### config.mk
export PLATFORM = sky130hd
export DESIGN_NAME = alu_seq
export DESIGN_NICKNAME = d
export VERILOG_FILES = /design/src/rtl/alu_seq_pkg.sv /design/src/rtl/alu_seq_mul.sv /design/src/rtl/alu_seq.sv
export SDC_FILE = /design/constraint.sdc
export NUM_CORES = 1
export LEC_CHECK = 0
export CORE_MARGIN = 4
export CORE_UTILIZATION = 63
export DETAILED_ROUTE_END_ITERATION = 8
export PLACE_DENSITY = 0.85
export SLEW_MARGIN = 15
export SYNTH_ARGS = -nofsm -noshare
export SYNTH_HDL_FRONTEND = slang
export SYNTH_SLANG_ARGS = --single-unit
### constraint.sdc
create_clock -name clk -period 3.2 [get_ports clk]
set_input_delay 0.32 -clock clk [delete_from_list [all_inputs] [get_ports clk]]
set_output_delay 0.32 -clock clk [all_outputs]
set_load 0.05 [all_outputs]
### src/rtl/alu_seq_pkg.sv
// Shared opcode constants and FSM state encoding for the sequential ALU.
package alu_seq_pkg;

    localparam logic [3:0] OP_ADD  = 4'd0;
    localparam logic [3:0] OP_SUB  = 4'd1;
    localparam logic [3:0] OP_AND  = 4'd2;
    localparam logic [3:0] OP_OR   = 4'd3;
    localparam logic [3:0] OP_XOR  = 4'd4;
    localparam logic [3:0] OP_NAND = 4'd5;
    localparam logic [3:0] OP_NOR  = 4'd6;
    localparam logic [3:0] OP_XNOR = 4'd7;
    localparam logic [3:0] OP_SHL  = 4'd8;
    localparam logic [3:0] OP_SHR  = 4'd9;
    localparam logic [3:0] OP_MUL  = 4'd10;

    typedef enum logic [1:0] {
        ST_IDLE = 2'd0,
        ST_BUSY = 2'd1,
        ST_DONE = 2'd2
    } state_t;

endpackage

### src/rtl/alu_seq_mul.sv
// Iterative unsigned shift-add multiplier: one partial product per cycle,
// WIDTH cycles after start, then a single-cycle done pulse.
module alu_seq_mul
    import alu_seq_pkg::*;
#(
    parameter int WIDTH = 4
) (
    input  logic                 clk,
    input  logic                 rst_n,
    input  logic                 start,
    input  logic [WIDTH-1:0]     a,
    input  logic [WIDTH-1:0]     b,
    output logic                 done,
    output logic [2*WIDTH-1:0]   product
);

    localparam int CW = $clog2(WIDTH + 1);

    logic [2*WIDTH-1:0] acc_q;
    logic [2*WIDTH-1:0] mcand_q;
    logic [WIDTH-1:0]   mplier_q;
    logic [CW-1:0]      cnt_q;
    logic               busy_q;
    logic               done_q;

    always_ff @(posedge clk or negedge rst_n) begin
        if (!rst_n) begin
            acc_q    <= '0;
            mcand_q  <= '0;
            mplier_q <= '0;
            cnt_q    <= '0;
            busy_q   <= 1'b0;
            done_q   <= 1'b0;
        end else if (start) begin
            acc_q    <= '0;
            mcand_q  <= {{WIDTH{1'b0}}, a};
            mplier_q <= b;
            cnt_q    <= '0;
            busy_q   <= 1'b1;
            done_q   <= 1'b0;
        end else if (busy_q) begin
            acc_q    <= acc_q + (mplier_q[0] ? mcand_q : '0);
            mcand_q  <= mcand_q << 1;
            mplier_q <= mplier_q >> 1;
            cnt_q    <= cnt_q + 1'b1;
            // The last partial product lands on this edge; flag it once.
            if (cnt_q == CW'(WIDTH - 1)) begin
                busy_q <= 1'b0;
                done_q <= 1'b1;
            end
        end else begin
            done_q <= 1'b0;
        end
    end

    assign done    = done_q;
    assign product = acc_q;

endmodule

### src/rtl/alu_seq.sv
// Sequential ALU with valid/ready handshakes: single-cycle logic/arith ops,
// an iterative multiplier for MUL, and a result held until consumed.
module alu_seq
    import alu_seq_pkg::*;
#(
    parameter int WIDTH = 4
) (
    input  logic             clk,
    input  logic             rst_n,
    input  logic [WIDTH-1:0] A,
    input  logic [WIDTH-1:0] B,
    input  logic [3:0]       sel,
    input  logic             in_valid,
    output logic             in_ready,
    output logic [WIDTH-1:0] Y,
    output logic             carry,
    output logic             zero,
    output logic             overflow,
    output logic             out_valid,
    input  logic             out_ready
);

    localparam int SW = $clog2(WIDTH);

    state_t             state_q;
    logic [WIDTH-1:0]   y_q;
    logic               carry_q;
    logic               zero_q;
    logic               ovf_q;
    logic               out_valid_q;
    logic               in_ready_q;

    logic [WIDTH-1:0]   y_d;
    logic               carry_d;
    logic               ovf_d;
    logic [WIDTH:0]     sum;
    logic [WIDTH:0]     diff;
    logic               mul_start;
    logic               mul_done;
    logic [2*WIDTH-1:0] mul_prod;

    assign sum  = {1'b0, A} + {1'b0, B};
    assign diff = {1'b0, A} - {1'b0, B};

    // diff[WIDTH] is the borrow, so carry for SUB is its inverse.
    always_comb begin
        y_d     = '0;
        carry_d = 1'b0;
        ovf_d   = 1'b0;
        unique case (sel)
            OP_ADD: begin
                y_d     = sum[WIDTH-1:0];
                carry_d = sum[WIDTH];
                ovf_d   = (A[WIDTH-1] == B[WIDTH-1]) && (sum[WIDTH-1] != A[WIDTH-1]);
            end
            OP_SUB: begin
                y_d     = diff[WIDTH-1:0];
                carry_d = ~diff[WIDTH];
                ovf_d   = (A[WIDTH-1] != B[WIDTH-1]) && (diff[WIDTH-1] != A[WIDTH-1]);
            end
            OP_AND:  y_d = A & B;
            OP_OR:   y_d = A | B;
            OP_XOR:  y_d = A ^ B;
            OP_NAND: y_d = ~(A & B);
            OP_NOR:  y_d = ~(A | B);
            OP_XNOR: y_d = ~(A ^ B);
            OP_SHL:  y_d = A << B[SW-1:0];
            OP_SHR:  y_d = A >> B[SW-1:0];
            default: y_d = '0;
        endcase
    end

    assign mul_start = (state_q == ST_IDLE) && in_valid && (sel == OP_MUL);

    alu_seq_mul #(.WIDTH(WIDTH)) u_mul (
        .clk     (clk),
        .rst_n   (rst_n),
        .start   (mul_start),
        .a       (A),
        .b       (B),
        .done    (mul_done),
        .product (mul_prod)
    );

    always_ff @(posedge clk or negedge rst_n) begin
        if (!rst_n) begin
            state_q     <= ST_IDLE;
            y_q         <= '0;
            carry_q     <= 1'b0;
            zero_q      <= 1'b1;
            ovf_q       <= 1'b0;
            out_valid_q <= 1'b0;
            in_ready_q  <= 1'b1;
        end else begin
            case (state_q)
                ST_IDLE: begin
                    if (in_valid) begin
                        in_ready_q <= 1'b0;
                        if (sel == OP_MUL) begin
                            state_q <= ST_BUSY;
                        end else begin
                            y_q         <= y_d;
                            carry_q     <= carry_d;
                            ovf_q       <= ovf_d;
                            zero_q      <= (y_d == '0);
                            out_valid_q <= 1'b1;
                            state_q     <= ST_DONE;
                        end
                    end
                end
                ST_BUSY: begin
                    if (mul_done) begin
                        y_q         <= mul_prod[WIDTH-1:0];
                        carry_q     <= |mul_prod[2*WIDTH-1:WIDTH];
                        ovf_q       <= 1'b0;
                        zero_q      <= (mul_prod[WIDTH-1:0] == '0);
                        out_valid_q <= 1'b1;
                        state_q     <= ST_DONE;
                    end
                end
                ST_DONE: begin
                    if (out_ready) begin
                        out_valid_q <= 1'b0;
                        in_ready_q  <= 1'b1;
                        state_q     <= ST_IDLE;
                    end
                end
                default: begin
                    out_valid_q <= 1'b0;
                    in_ready_q  <= 1'b1;
                    state_q     <= ST_IDLE;
                end
            endcase
        end
    end

    assign in_ready  = in_ready_q;
    assign Y         = y_q;
    assign carry     = carry_q;
    assign zero      = zero_q;
    assign overflow  = ovf_q;
    assign out_valid = out_valid_q;

endmodule

==> impl_metrics.tcl, run 1 <==
set metrics [dict create \
    status "finished clean" \
    grt_pass1_wl_mm 11.2 \
    drive_gt1_share_pct 7.04 \
    finalCritPeriodShare_pct 78.0 \
    antenna_cells 0 \
    ant_nets 0 \
    layout_common_cells "nor2_1 (38), dfrtp_1 (34), nand2_1 (31), clkdlybuf4s50_1 (24)" \
    syn_area_per_cell_um2 8.76 \
    rsz0062_at_grt "false" \
    cts.clk_slew.worst_paths_ns 0.07 \
    cts_buffers 5 \
    final_common_cell "nor2_1" \
    io-pin-count 25 \
    fin_area_um2 3260 \
    power_density_nw_per_um2 715 \
    overflow 0 \
    yosysSeqAreaShare_pct 31.0 \
    maxSlewHeadroom_pct 57.3 \
    reg2reg_depth 10 \
    critPathMaxFanout 6 \
    start_kind "input port" \
    placed_area_um2 3160 \
    synth-edff-count 0 \
    timing.rr.start "u_mul.mplier_q[0]" \
    root_buffer "clkbuf_8" \
    cp_top_family "compound AO/OA/AOI/OAI gates" \
    globalRouteTotalUtil_pct 23.0 \
    fp.dieW_um 76.1 \
    yosysWarnings 0 \
    ys_seq_elements 36 \
    hold_viol_final 0 \
    ctsResizeCount 0 \
    rr_endpoint "u_mul.product[6]" \
    place.port_buffers 24 \
    critPathMaxStageDelay_ns 0.51 \
    clock_latency_ns 0.28 \
    syn_to_final_growth_pct 11.7 \
    synth.net_count 374 \
    vias 2450 \
    cts_tree "done" \
    dieArea_um2 5780 \
    ys_types 60 \
    clock_sinks 36 \
    hpwl_mm 4.81 \
    async_reset_ff_share_pct 100 \
    drcViolationCount 0 \
    tightestPinTransition_ns 0.638 \
    fin_skew_ns 0.00572 \
    critical_path.endpoint_type "register" \
    p_leak_uw 0.00146 \
    cts.path.max_buffers 2 \
    worstPathRequired_ns 3.40 \
    core-area_um2 4410 \
    vias_per_cell 6.02 \
    finalSetupTns_ns 0 \
    cts_setup_buffers 0 \
    crit_slowest_cell "clkdlybuf4s50_1" \
    max_freq_mhz 400 \
    setup_viol 0 \
    die_height_um 76.1 \
    cp.arrival_ns 2.70 \
    worst_hold_path_type "input port to asynchronous set/reset pin" \
    r2r_slack_ns 0.80 \
    hold_buffers 0 \
    rows 24 \
    initial_utilization_pct 66.1 \
    drtIter0Drc 283 \
    synthesis.area_um2 2920 \
    nets 396 \
    path_cells "clkdlybuf4s50_1 -> inv_1 -> ha_1 -> inv_1 -> fa_1 -> xor2_1 -> mux2i_1 -> o2bb2ai_1 -> a221oi_2 -> o2111ai_1 -> o31ai_1" \
    wl_per_cell_um 15.9 \
    grt_max_degree 37 \
    critPathKind "input port to register" \
    antenna_found_initial 0 \
    cts-htree-levels 2 \
    first_global_vias 2282 \
    slew_violations 0 \
    synth_flop_cell "dfrtp_1" \
    synthCells 333 \
    critPathBufInv 3 \
    worst_path_most_repeated_cell "inv_1" \
    max_cap_violations 0 \
    peakVddDrop_mv 0.483 \
    gp_congestion 0.862 \
    dr.pass1.iters 5 \
    wl_mm 6.47 \
    period_needed_ns 2.50 \
]
-- cell type report --
class | count | area (um^2)
tap | 52 | 65.1
timing repair buffer | 33 | 308
inverter | 24 | 90.1
fill | 338 | 1160
multi-input combinational | 255 | 1800
clock buffer | 7 | 96.3
sequential | 36 | 903
-- synthesized netlist by cell type, types with 3 or more instances --
master	instances	area [um^2]
a211oi_1	6	45.0
a21o_1	3	22.5
a21oi_1	15	75.1
a221oi_1	3	26.3
and2_1	11	68.8
buf_2	3	15.0
buf_4	3	22.5
buf_6	6	67.6
clkbuf_1	4	15.0
dfrtp_1	34	851
fa_1	3	60.1
ha_1	22	275
inv_1	23	86.3
mux2i_1	23	230
nand2_1	31	116
nand2b_1	3	18.8
nand3_1	6	30.0
nor2_1	38	143
nor2b_1	8	50.1
nor3_1	7	35.0
nor3b_1	5	37.5
o211ai_1	4	30.0
o21ai_0	20	100
xnor2_1	6	52.6
-- per-layer routing --
| layer | up-vias | wire length (um) | track usage, % |
|---|---|---|---|
| li1 | 1212 | - | - |
| met1 | 1154 | 3110 | 34.0 |
| met2 | 80 | 2990 | 36.0 |
| met3 | 4 | 338 | 3.66 |
| met4 | 0 | 30 | 3.85 |
| met5 | - | 0 | 0 |
-- cell families after synthesis --
logic type      count (synthesis)  share of synthesized area, %
mux                            24                          8.66
simple gates                  123                          21.3
xor+xnor                        8                          2.40
buf+inv                        42                          7.50
compound gates                 75                          17.7
fa+ha+maj                      25                          11.5
flops                          36                          31.0
-- worst register-to-register path: cells and delay by family, from the launching register on --
kind	cells	cell delay (ns)
buffers and inverters	1	0.05
AO/OA/AOI/OAI	3	0.55
flip-flops	1	0.47
AND/OR/NAND/NOR	4	0.69
adder cells (fa/ha/maj)	2	0.55
-- registers in the layout (all words and copies together) (netlist names) --
| register | count |
|---|---|
| u_mul.mcand_q | 8 |
| u_mul.product | 8 |
| Y | 4 |
| u_mul.mplier_q | 4 |
| u_mul.cnt_q | 3 |
| state_q | 2 |
| carry | 1 |
| in_ready | 1 |
| out_valid | 1 |
| overflow | 1 |
| u_mul.busy_q | 1 |
| u_mul.done | 1 |
| zero | 1 |
-- through the flow --
stage               setup WS (ns)  instances  power (uW)  hold WS, ns  utilization (%)
floorplan                    1.01        333        1700       0.0244                -
global placement            0.564        400        1940        0.471             71.6
CTS                         0.768        407        2340        0.473             73.8
finish                      0.703        407        2330        0.455             73.8
detailed placement          0.473        400        1980        0.471             71.6
global route                0.518        407        2510        0.489             73.8
-- how the worst max path moves through the flow --
stage | startpoint | end | slack, ns | cells after the start
3_3_place_gp | A[0] | zero | 0.56 | 11
4_1_cts | A[0] | zero | 0.77 | 11
2_1_floorplan | B[1] | Y[3] | 1.01 | 9
5_1_grt | A[0] | zero | 0.52 | 11
3_5_place_dp | A[0] | zero | 0.47 | 11
6_report | A[0] | zero | 0.70 | 11
-- power by group --
part           total, uW  internal, uW  switching [uW]
Sequential           832           668             164
Combinational       1150           481             672
Clock                345           192             153
(Power assumes the default switching activity.)
==> run 2, diff against run 1 <==
--- a/config.mk
+++ b/config.mk
@@ -6,9 +6,9 @@
 export NUM_CORES = 1
 export LEC_CHECK = 0
 export CORE_MARGIN = 4
-export CORE_UTILIZATION = 63
+export CORE_UTILIZATION = 59
 export DETAILED_ROUTE_END_ITERATION = 8
-export PLACE_DENSITY = 0.85
+export PLACE_DENSITY = 0.8
 export SLEW_MARGIN = 15
 export SYNTH_ARGS = -nofsm -noshare
 export SYNTH_HDL_FRONTEND = slang
==> constraint.sdc (replaced) <==
create_clock -name clk -period 2.5 [get_ports clk]
set_input_delay 0.25 -clock clk [delete_from_list [all_inputs] [get_ports clk]]
set_output_delay 0.25 -clock clk [all_outputs]
set_load 0.05 [all_outputs]
==> run 2 against run 1 <==
  * Sequential share of layout area decreased by 1.1 points
  * Combinational power increased by 31%
  * Count of clock-buffer cells in the layout is the same
  * Register-to-register slack lost 0.54 ns
  * Total power rose by 29%
  * Global-route usage is 0.51 points higher
  * Critical path type unchanged
  * Critical endpoint unchanged
==> impl_metrics.tcl, run 2 (synthesized netlist as in run 1, its figures left out) <==
set metrics [dict create \
    hold_viol_final 0 \
    tightestPinTransition_ns 0.503 \
    start_kind "input port" \
    clock_latency_ns 0.28 \
    finalCritPeriodShare_pct 90.1 \
    initial_utilization_pct 61.4 \
    antenna_cells 0 \
    power_uw 3010 \
    cts_buffers 5 \
    drcViolationCount 0 \
    place.port_buffers 24 \
    gp_congestion 0.895 \
    overflow 0 \
    vias_per_cell 5.70 \
    cts_setup_buffers 0 \
    io-pin-count 25 \
    finalSetupTns_ns 0 \
    wl_mm 6.50 \
    dieArea_um2 6130 \
    critPathMaxFanout 4 \
    dp.cells 430 \
    drive_gt1_share_pct 11.1 \
    maxSlewHeadroom_pct 66.4 \
    critPathKind "input port to register" \
    grt_max_degree 37 \
    dr.pass1.iters 4 \
    fill_cells 391 \
    final_common_cell "nor2_1" \
    cts-htree-levels 2 \
    hold_slack_ns 0.403 \
    drtIter0Drc 235 \
    cts_tree "done" \
    fp.dieW_um 78.3 \
    power_density_nw_per_um2 884 \
    rsz0062_at_grt "false" \
    nets 411 \
    p_leak_uw 0.00153 \
    final-instance-count-excl-fill 437 \
    first_global_vias 2495 \
    max_cap_violations 0 \
    hold_buffers 0 \
    cts.path.max_buffers 2 \
    syn_to_final_growth_pct 16.6 \
    status "finished clean" \
    worstPathRequired_ns 2.70 \
    wl_per_cell_um 14.9 \
    slew_violations 0 \
    vias 2489 \
    critical_path.endpoint_type "register" \
    layout_common_cells "nor2_1 (38), dfrtp_1 (33), nand2_1 (31), clkdlybuf4s50_1 (24)" \
    rows 25 \
    max_freq_mhz 444 \
    cts.clk_slew.worst_paths_ns 0.07 \
    hpwl_mm 4.98 \
    setup_viol 0 \
    final_util_pct 71.6 \
    clock_sinks 36 \
    worst_hold_path_type "input port to asynchronous set/reset pin" \
    core-area_um2 4750 \
    grt_pass1_wl_mm 11.5 \
    antenna_found_initial 0 \
    period_needed_ns 2.25 \
    peakVddDrop_mv 0.578 \
    ant_nets 0 \
    root_buffer "clkbuf_8" \
    globalRouteTotalUtil_pct 23.5 \
    die_height_um 78.3 \
    cp.arrival_ns 2.45 \
    ctsResizeCount 0 \
    fin_skew_ns 0.00415 \
]
-- run 2: final timing paths --
kind | start | to | slack [ns] | cells after the start
min reg2reg | Y[1] | Y[1] | 0.49 | 2
max | A[0] | zero | 0.25 | 11
min in group clk | Y[1] | Y[1] | 0.49 | 2
max reg2reg | u_mul.mplier_q[0] | u_mul.product[6] | 0.26 | 10
max in group asynchronous | rst_n | u_mul.mplier_q[0] | 1.75 | 2
min | rst_n | Y[2] | 0.40 | 2
-- run 2: per-stage QoR --
| step | setup WS (ns) | area, um^2 |
|---|---|---|
| floorplan | 0.382 | 2920 |
| global placement | 0.0153 | 3310 |
| detailed placement | -0.0378 | 3310 |
| CTS | 0.185 | 3400 |
| global route | 0.0428 | 3400 |
| finish | 0.247 | 3400 |
-- run 2: critical path: stages --
cell	delay [ns]
clkdlybuf4s50_1	0.47
inv_1	0.12
ha_1	0.17
inv_1	0.05
fa_1	0.39
xor2_1	0.14
mux2i_1	0.08
o2bb2ai_1	0.14
a221oi_2	0.27
o2111ai_1	0.14
o31ai_1	0.21
-- run 2: cell type report --
type | count | area [um^2] | area share, %
inverter | 24 | 90.1 | 2.65
timing repair buffer | 48 | 433 | 12.7
clock buffer | 7 | 96.3 | 2.83
tap | 67 | 83.8 | 2.46
multi-input combinational | 255 | 1800 | 52.8
sequential | 36 | 905 | 26.6
-- run 2: metal layers --
metal  part of all wire [%]  track usage (%)  vias to the layer above
met4                   0.85             4.90                        0
met5                      0                0                        -
met2                     49             40.3                       62
met1                     46             31.5                     1175
met3                    4.5             3.44                        6
li1                       -                -                     1246
-- run 2: report_power, final --
group | internal [uW] | leakage, uW | switching [uW]
registers | 857 | 0.000455 | 211
logic | 642 | 0.00103 | 867
clock network | 245 | 0.0000503 | 185
==> run 3, diff against run 2 <==
--- a/config.mk
+++ b/config.mk
@@ -5,8 +5,10 @@
 export SDC_FILE = /design/constraint.sdc
 export NUM_CORES = 1
 export LEC_CHECK = 0
+export CELL_PAD_IN_SITES_DETAIL_PLACEMENT = 1
+export CELL_PAD_IN_SITES_GLOBAL_PLACEMENT = 1
 export CORE_MARGIN = 4
-export CORE_UTILIZATION = 59
+export CORE_UTILIZATION = 45
 export DETAILED_ROUTE_END_ITERATION = 8
 export PLACE_DENSITY = 0.8
 export SLEW_MARGIN = 15
==> run 3 against run 2 <==
  * Worst setup slack got worse by 0.097 ns
  * Maximum frequency decreased by 4.1%
  * Count of clock-buffer cells in the layout unchanged
  * Via count increased by 3.9%
  * Critical path depth unchanged
  * Wire length increased by 19%
  * Critical endpoint unchanged
  * Combinational power increased by 5%
  * Utilization decreased by 17 points
  * Cell count increased by 3.4%
  * Die area increased by 28%
  * Sequential power about the same
  * Largest cell class unchanged
==> impl_metrics.tcl, run 3 (synthesized netlist as in run 1, its figures left out) <==
set metrics [dict create \
    status "finished clean" \
    hold_buffers 0 \
    setup_viol 0 \
    critPathKind "input port to register" \
    drtIter0Drc 120 \
    dieArea_um2 7840 \
    cp.arrival_ns 2.54 \
    slew_violations 0 \
    cts.clk_slew.worst_paths_ns 0.07 \
    switchingPower_uw 1340 \
    maxSlewHeadroom_pct 44.6 \
    io-pin-count 25 \
    vias 2586 \
    fp.dieW_um 88.5 \
    core-area_um2 6310 \
    preCtsSetupSlack_ns -0.153 \
    worstPathRequired_ns 2.69 \
    gp_congestion 0.850 \
    rsz0062_at_grt "false" \
    path_cells "clkdlybuf4s50_1 -> inv_1 -> ha_1 -> inv_1 -> fa_1 -> xor2_1 -> mux2i_1 -> o2bb2ai_1 -> a221oi_2 -> o2111ai_2 -> o31ai_1" \
    antenna_cells 0 \
    wl_per_cell_um 17.2 \
    final_common_cell "nor2_1" \
    final_util_pct 54.7 \
    wl_mm 7.76 \
    grt_pass1_wl_mm 13.3 \
    cts-htree-levels 2 \
    root_buffer "clkbuf_8" \
    hpwl_mm 5.95 \
    pwr-share-clk_pct 14.1 \
    die_height_um 88.5 \
    internal_power_uw 1750 \
    max_freq_mhz 426 \
    switching_share_pct 43.3 \
    setup_slack_ns 0.150 \
    place.port_buffers 24 \
    dr.pass1.iters 4 \
    crit_slowest_cell "clkdlybuf4s50_1" \
    clock_sinks 36 \
    vias_per_cell 5.72 \
    hold_viol_final 0 \
    start_kind "input port" \
    max_cap_violations 0 \
    layout_common_cells "nor2_1 (38), dfrtp_1 (34), nand2_1 (31), buf_4 (26)" \
    nets 415 \
    drcViolationCount 0 \
    first_global_vias 2656 \
    peakVddDrop_mv 0.620 \
    p_leak_uw 0.00156 \
    clock_latency_ns 0.29 \
    cts.path.max_buffers 2 \
    rows 29 \
    tightestPinTransition_ns 0.831 \
    power_density_nw_per_um2 894 \
    globalRouteTotalUtil_pct 21.5 \
    fin_skew_ns 0.00683 \
    cts_buffers 5 \
    worst_path_most_repeated_cell "inv_1" \
    initial_utilization_pct 46.2 \
    ant_nets 0 \
    critPathMaxStageDelay_ns 0.47 \
    syn_to_final_growth_pct 18.4 \
    finalSetupTns_ns 0 \
    seq_power_share_pct 34.3 \
    antenna_found_initial 0 \
    worst_hold_path_type "input port to asynchronous set/reset pin" \
    drive_gt1_share_pct 12.3 \
    grt_max_degree 37 \
    overflow 0 \
    combPwrFrac_pct 51.6 \
    cts_tree "done" \
    critPathMaxFanout 4 \
    power_uw 3090 \
    hold_slack_ns 0.0657 \
    finalCritPeriodShare_pct 94.0 \
    period_needed_ns 2.35 \
    critical_path.endpoint_type "register" \
]
## run 3: cell count changes in the layout (fill, tap and decap cells not counted), sizes merged
cell and change:
clkinvlp +1, buf +5, clkdlybuf4s50 -1
## run 3: layer usage
metal  vias up  global-route usage (%)  share of wire [%]
met4         0                    5.08                1.7
met5         -                       0                  0
met3        15                    4.28                4.1
met1      1282                    28.1                 44
met2        42                    36.8                 50
li1       1247                       -                  -
## run 3: cell type report
type	instances	area (um^2)
clock buffers	7	86.3
clock inverters	1	7.51
fillers	768	2860
inverters	24	90.1
multi-input cells	255	1800
flip-flops and latches	36	903
well taps	77	96.3
repair buffers	52	470
## run 3: worst max-delay path, delay by kind of cell
family | cells | cell delay, ns
xor+xnor | 1 | 0.14
mux | 1 | 0.08
fa+ha+maj | 2 | 0.59
compound gates | 4 | 0.84
buf+inv | 3 | 0.64
## run 3: path summary, 6_finish.rpt
kind                       depth (start not counted)  slack [ns]             start               end
setup / recovery                                  11        0.15              A[0]              zero
hold / removal                                     1        0.07             rst_n        state_q[0]
setup reg to reg                                  10        0.27  u_mul.mcand_q[0]  u_mul.product[6]
hold reg to reg                                    1        0.48              Y[0]              Y[0]
max in group asynchronous                          1        1.92             rst_n  u_mul.product[0]
min in group clk                                   1        0.48              Y[0]              Y[0]
## run 3: metrics by stage
step / cells / area (um^2)
after floorplan: 333 / 2920
after global placement: 443 / 3350
after detailed placement: 443 / 3350
after CTS: 451 / 3440
after global routing: 452 / 3460
final: 452 / 3460
## run 3: power groups by stage
stage / Sequential [uW] / Clock, uW / Combinational (uW)
after floorplan: 1230 / 0 / 940
final: 1060 / 435 / 1590
after global placement: 1050 / 0 / 1510
after CTS: 1060 / 447 / 1600
after global routing: 1100 / 476 / 1770
after detailed placement: 1070 / 0 / 1580
## run 3: repair_timing
| action | in CTS | in global routing |
|---|---|---|
| gates resized for setup | 0 | 2 |
| buffers inserted | 0 | 1 |
| setup endpoints to repair | 0 | 2 |
==> variant 1: new RTL, flow settings as in run 3 <==
The 3 states of `state_t` get a one-hot encoding in 3 bits.
--- a/src/rtl/alu_seq_pkg.sv
+++ b/src/rtl/alu_seq_pkg.sv
@@ -14,8 +14,8 @@
     localparam logic [3:0] OP_MUL  = 4'd10;
 
-    typedef enum logic [1:0] {
-        ST_IDLE = 2'd0,
-        ST_BUSY = 2'd1,
-        ST_DONE = 2'd2
+    typedef enum logic [2:0] {
+        ST_IDLE = 3'b001,
+        ST_BUSY = 3'b010,
+        ST_DONE = 3'b100
     } state_t;
 
Formal check against the unedited RTL: no difference found for any inputs over 10 cycles, from zero or initial values and one cycle with rst_n low; not proved beyond that.
==> variant 1 against run 3 <==
Setup slack gained 0.071 ns. Clock skew shrank 0.0013 ns. Count of clock-buffer cells in the layout grew 1. Wire length shrank 4.8%. Sequential cell count grew 1. Die area grew 2.1%. Power shrank 2.2%. Synthesized cell count shrank 0.30%. Hold slack lost 0.0017 ns. Design area grew 0.14%. Area after synthesis grew 2.3%. Cell count shrank 1.5%. Critical endpoint is now u_mul.product[6]. Highest routed layer unchanged.
==> variant 1: results (changes against run 3) <==
status: "complete, no violations"  # unchanged
dp_slack_ns: -0.06375  # was -0.1530 ns
fin_skew_ns: 0.005493  # was 0.006830 ns
synth_nets: 373  # was 374
grt_max_degree: 38  # was 37
synth_common_cells: "40 x nor2_1, 34 x dfrtp_1, 27 x a21oi_1"  # was 38 x nor2_1, 34 x dfrtp_1, 31 x nand2_1
place.gp.congestion: 0.8352  # was 0.8500
arrival_ns: 2.46  # was 2.54 ns
post_drt_wl_per_cell_um: 16.60  # was 17.17 µm
irDropWorstVdd_mv: 0.6307  # was 0.6201 mV
grt_usage: 0.1986  # was 0.2154
cp_max_fo: 9  # was 4
dp.cells: 437  # was 443
drive_gt1_frac: 0.1250  # was 0.1227
fin_cells: 445  # was 452
grt_use_met3: 0.02765  # was 0.04283
drt_iter0_drc: 98  # was 120
cp_top_family: "adder cells"  # was compound AO/OA/AOI/OAI gates
max_stage_delay_ns: 0.49  # was 0.47 ns
tightest_slew_ns: 0.8469  # was 0.8315 ns
grt_pass1_vias: 2543  # was 2656
netlist_instances: 332  # was 333
grt.met2_usage: 0.3416  # was 0.3685
fillers: 743  # was 768
cp-start-kind: "flip-flop"  # was input pin
dpl_cell_area_mm2: 0.003363  # was 0.003348 mm²
final_net_count: 408  # was 415
crit_slowest_cell: "dfrtp_1"  # was clkdlybuf4s50_1
seq_area_frac_synth: 0.3115  # was 0.3096
grt_first_pass_wirelength_um: 12310  # was 13250 µm
synth_top_cells_by_area: "dfrtp_1 29%, ha_1 9.2%, mux2i_1 8.4%"  # was dfrtp_1 29%, ha_1 9.4%, mux2i_1 7.9%
reg2reg_from: "u_mul.mplier_q[0]"  # was u_mul.mcand_q[0]
use_met1: 0.2541  # was 0.2808
leakage_nw: 1.562  # was 1.556 nW
synthDistinctLibCells: 62  # was 60
dp_hpwl_um: 5788  # was 5951 µm
vias_per_cell: 5.656  # was 5.721
reg2reg_depth: 11  # was 10
## variant 1: cell types whose count changed after synthesis, sizes merged, moves of 4 or more
cell,delta
nand3,+4
inv,-5
a211oi,-4
o21ai,-5
a21oi,+12
nand2,-11
## variant 1: stage by stage
step                      power (mW)  setup TNS, ns
after global routing           3.268              0
after detailed placement       2.602       -0.08824
after global placement         2.538              0
final                          3.020              0
after floorplan                2.175              0
after CTS                      3.047              0
## variant 1: worst min path at each step
stage                      from        end  slack [ns]  cells after the start
after global routing      rst_n  out_valid        0.12                      1
after CTS                 rst_n       Y[3]         0.1                      1
after floorplan           rst_n       Y[0]       -0.05                      0
after global placement    rst_n  out_valid        0.40                      1
after detailed placement  rst_n  out_valid        0.41                      1
final                     rst_n       Y[3]        0.06                      1
## variant 1: cell type report
cell class	instances	area, µm²	area share
multi-input combinational	256	1858	0.5369
sequential	37	929.6	0.2686
timing repair buffer	48	415.4	0.1200
tap	77	96.34	0.02784
clock buffer	8	90.09	0.02603
inverter	19	71.32	0.02061
## variant 1: worst reg2reg max path, cell delays in order, from the launching register on
cell and delay [ns]:
dfrtp_1 0.49, and2_1 0.19, ha_1 0.18, inv_1 0.06
fa_1 0.38, nor2b_1 0.17, o21ai_1 0.09, nand2b_1 0.12
a21o_1 0.13, a21oi_1 0.07, mux2i_1 0.12, a31o_1 0.18
## variant 1: per-layer routing
layer / routed length [µm] / vias to the layer above
li1: - / 1232
met1: 3368 / 1234
met2: 3672 / 39
met3: 190 / 12
met4: 157 / 0
met5: 0 / -
## variant 1: report_power, final
| group | total [mW] | internal (mW) | switching (mW) |
|---|---|---|---|
| logic | 1.48 | 0.651 | 0.825 |
| clock network | 0.438 | 0.225 | 0.213 |
| registers | 1.11 | 0.866 | 0.240 |
## variant 1: cell families (layout without fill, tap and decap cells)
family,Yosys count,after routing,synth area share
AO/OA/AOI/OAI,76,76,0.1686
XOR/XNOR,10,10,0.02935
adder cells (fa/ha/maj),25,25,0.1124
buffers and inverters,39,75,0.06834
flip-flops,37,37,0.3115
multiplexers,28,28,0.1002
AND/OR/NAND/NOR,117,117,0.2096
## variant 1: timing repair
item,in CTS,in global routing
gates resized for setup,0,1
hold buffers,0,0
setup endpoints to repair,0,1
==> variant 2: new RTL, config.mk and constraints of run 3 <==
Without the edit above. `WIDTH` is set to 4 in 2 places; all go to 8.
--- a/src/rtl/alu_seq_mul.sv
+++ b/src/rtl/alu_seq_mul.sv
@@ -4,5 +4,5 @@
     import alu_seq_pkg::*;
 #(
-    parameter int WIDTH = 4
+    parameter int WIDTH = 8
 ) (
     input  logic                 clk,
--- a/src/rtl/alu_seq.sv
+++ b/src/rtl/alu_seq.sv
@@ -4,5 +4,5 @@
     import alu_seq_pkg::*;
 #(
-    parameter int WIDTH = 4
+    parameter int WIDTH = 8
 ) (
     input  logic             clk,
Ports: changed (resized A, B and Y); port bits go from 25 to 37. The function was not compared with the original's and may differ.
==> variant 2 against run 3 <==
The run now ends with setup timing left. Setup slack got worse by 0.38 ns. Cell count increased by 110%. Power is 99% higher. Sequential cell count rose by 25. Design area rose by 120%. Sequential power up 72%. Wire length increased to 3.3 times the old value. Area after synthesis grew 87%. Critical endpoint is now u_mul.product[14].
==> variant 2: results (changes against run 3) <==
dr_wl_met2_um: 12880  # was 3872 µm
drive_gt1_frac: 0.3341  # was 0.1227
fin_skew_ns: 0.01026  # was 0.006830 ns
fin_setup_tns_ns: -1.152  # was 0 ns
grt_first_pass_wirelength_um: 36240  # was 13250 µm
fillers: 1316  # was 768
grt_use_met3: 0.06638  # was 0.04283
place.gp.congestion: 0.9825  # was 0.8500
max_stage_delay_ns: 0.44  # was 0.47 ns
antenna_found_initial: 1  # was 0
p_clk_frac: 0.214  # was 0.141
dp.cells: 926  # was 443
cts-root-buf: "clkbuf_16"  # was clkbuf_8
status: "finished, violations left"  # was complete, no violations
synth_xor_area_frac: 0.02083  # was 0.02401
muxShareOfSynthArea: 0.1176  # was 0.08662
setup_violations: 10  # was 0
leakage_nw: 3.496  # was 1.556 nW
synth_nets: 717  # was 374
portBuffers: 36  # was 24
grt_usage: 0.3257  # was 0.2154
synthDistinctLibCells: 70  # was 60
clk-insertion-delay-late_ns: 0.35  # was 0.29 ns
use_met1: 0.3700  # was 0.2808
final_net_count: 881  # was 415
crit_slowest_cell: "dfrtp_2"  # was clkdlybuf4s50_1
vias: 6274  # was 2586
cp_max_fo: 5  # was 4
dpl_cell_area_mm2: 0.006932  # was 0.003348 mm²
cts_buffers: 9  # was 5
dp_hpwl_um: 15540  # was 5951 µm
tightest_slew_ns: 0.8180  # was 0.8315 ns
p_switching_mw: 2.655  # was 1.337 mW
violations: "setup timing"
synthAdderAreaFrac: 0.1071  # was 0.1149
netlist_instances: 648  # was 333
seq_area_frac_synth: 0.2797  # was 0.3096
wl_met3_um: 1723  # was 316 µm
setup_ws_ns: -0.2343  # was 0.1499 ns
synth-compound-area-share: 0.2028  # was 0.1767
pwr-share-comb: 0.490  # was 0.516
reg2reg_depth: 11  # was 10
vias_per_cell: 6.535  # was 5.721
fin_hold_ws_ns: 0.09830  # was 0.06566 ns
dp_slack_ns: -0.6307  # was -0.1530 ns
grt.met2_usage: 0.5656  # was 0.3685
drt_iter0_drc: 718  # was 120
grt_pass1_vias: 6547  # was 2656
irDropWorstVdd_mv: 0.3484  # was 0.6201 mV
wirelength_met1_um: 9593  # was 3440 µm
reg2reg_from: "u_mul.mplier_q[0]"  # was u_mul.mcand_q[0]
synth_common_cells: "59 x dfrtp_1, 57 x nand2_1, 53 x nor2_1"  # was 38 x nor2_1, 34 x dfrtp_1, 31 x nand2_1
pg_seq_mw: 1.82  # was 1.06 mW
grt_max_degree: 62  # was 37
synth_top_cells_by_area: "dfrtp_1 27%, ha_1 9.6%, mux2i_1 8.1%"  # was dfrtp_1 29%, ha_1 9.4%, mux2i_1 7.9%
totalWireLength_um: 25730  # was 7760 µm
## variant 2: changes by cell type after synthesis, moves of 8 or more
cell / delta
a21oi_1: +23
buf_2: +11
clkbuf_1: +21
dfrtp_1: +25
ha_1: +20
inv_1: +10
mux2i_1: +21
nand2_1: +26
nand2b_1: +9
nand3b_1: +8
nor2_1: +15
nor3_1: +20
o21ai_0: +26
## variant 2: timing repair
| item | 4_1_cts | 5_1_grt |
|---|---|---|
| pin swaps | 31 | 17 |
| hold buffers | 0 | 0 |
| resized for setup | 71 | 36 |
| setup buffers | 9 | 9 |
| endpoints found under the setup margin | 17 | 15 |
## variant 2: final cells by class
cell class / instances / area [µm²] / area share
sequential: 61 / 1531 / 0.1970
inverter: 34 / 131.4 / 0.01690
multi-input combinational: 511 / 4030 / 0.5183
clock inverter: 4 / 47.55 / 0.006115
clock buffer: 12 / 246.5 / 0.03170
tap: 143 / 178.9 / 0.02301
timing repair buffer: 195 / 1609 / 0.2070
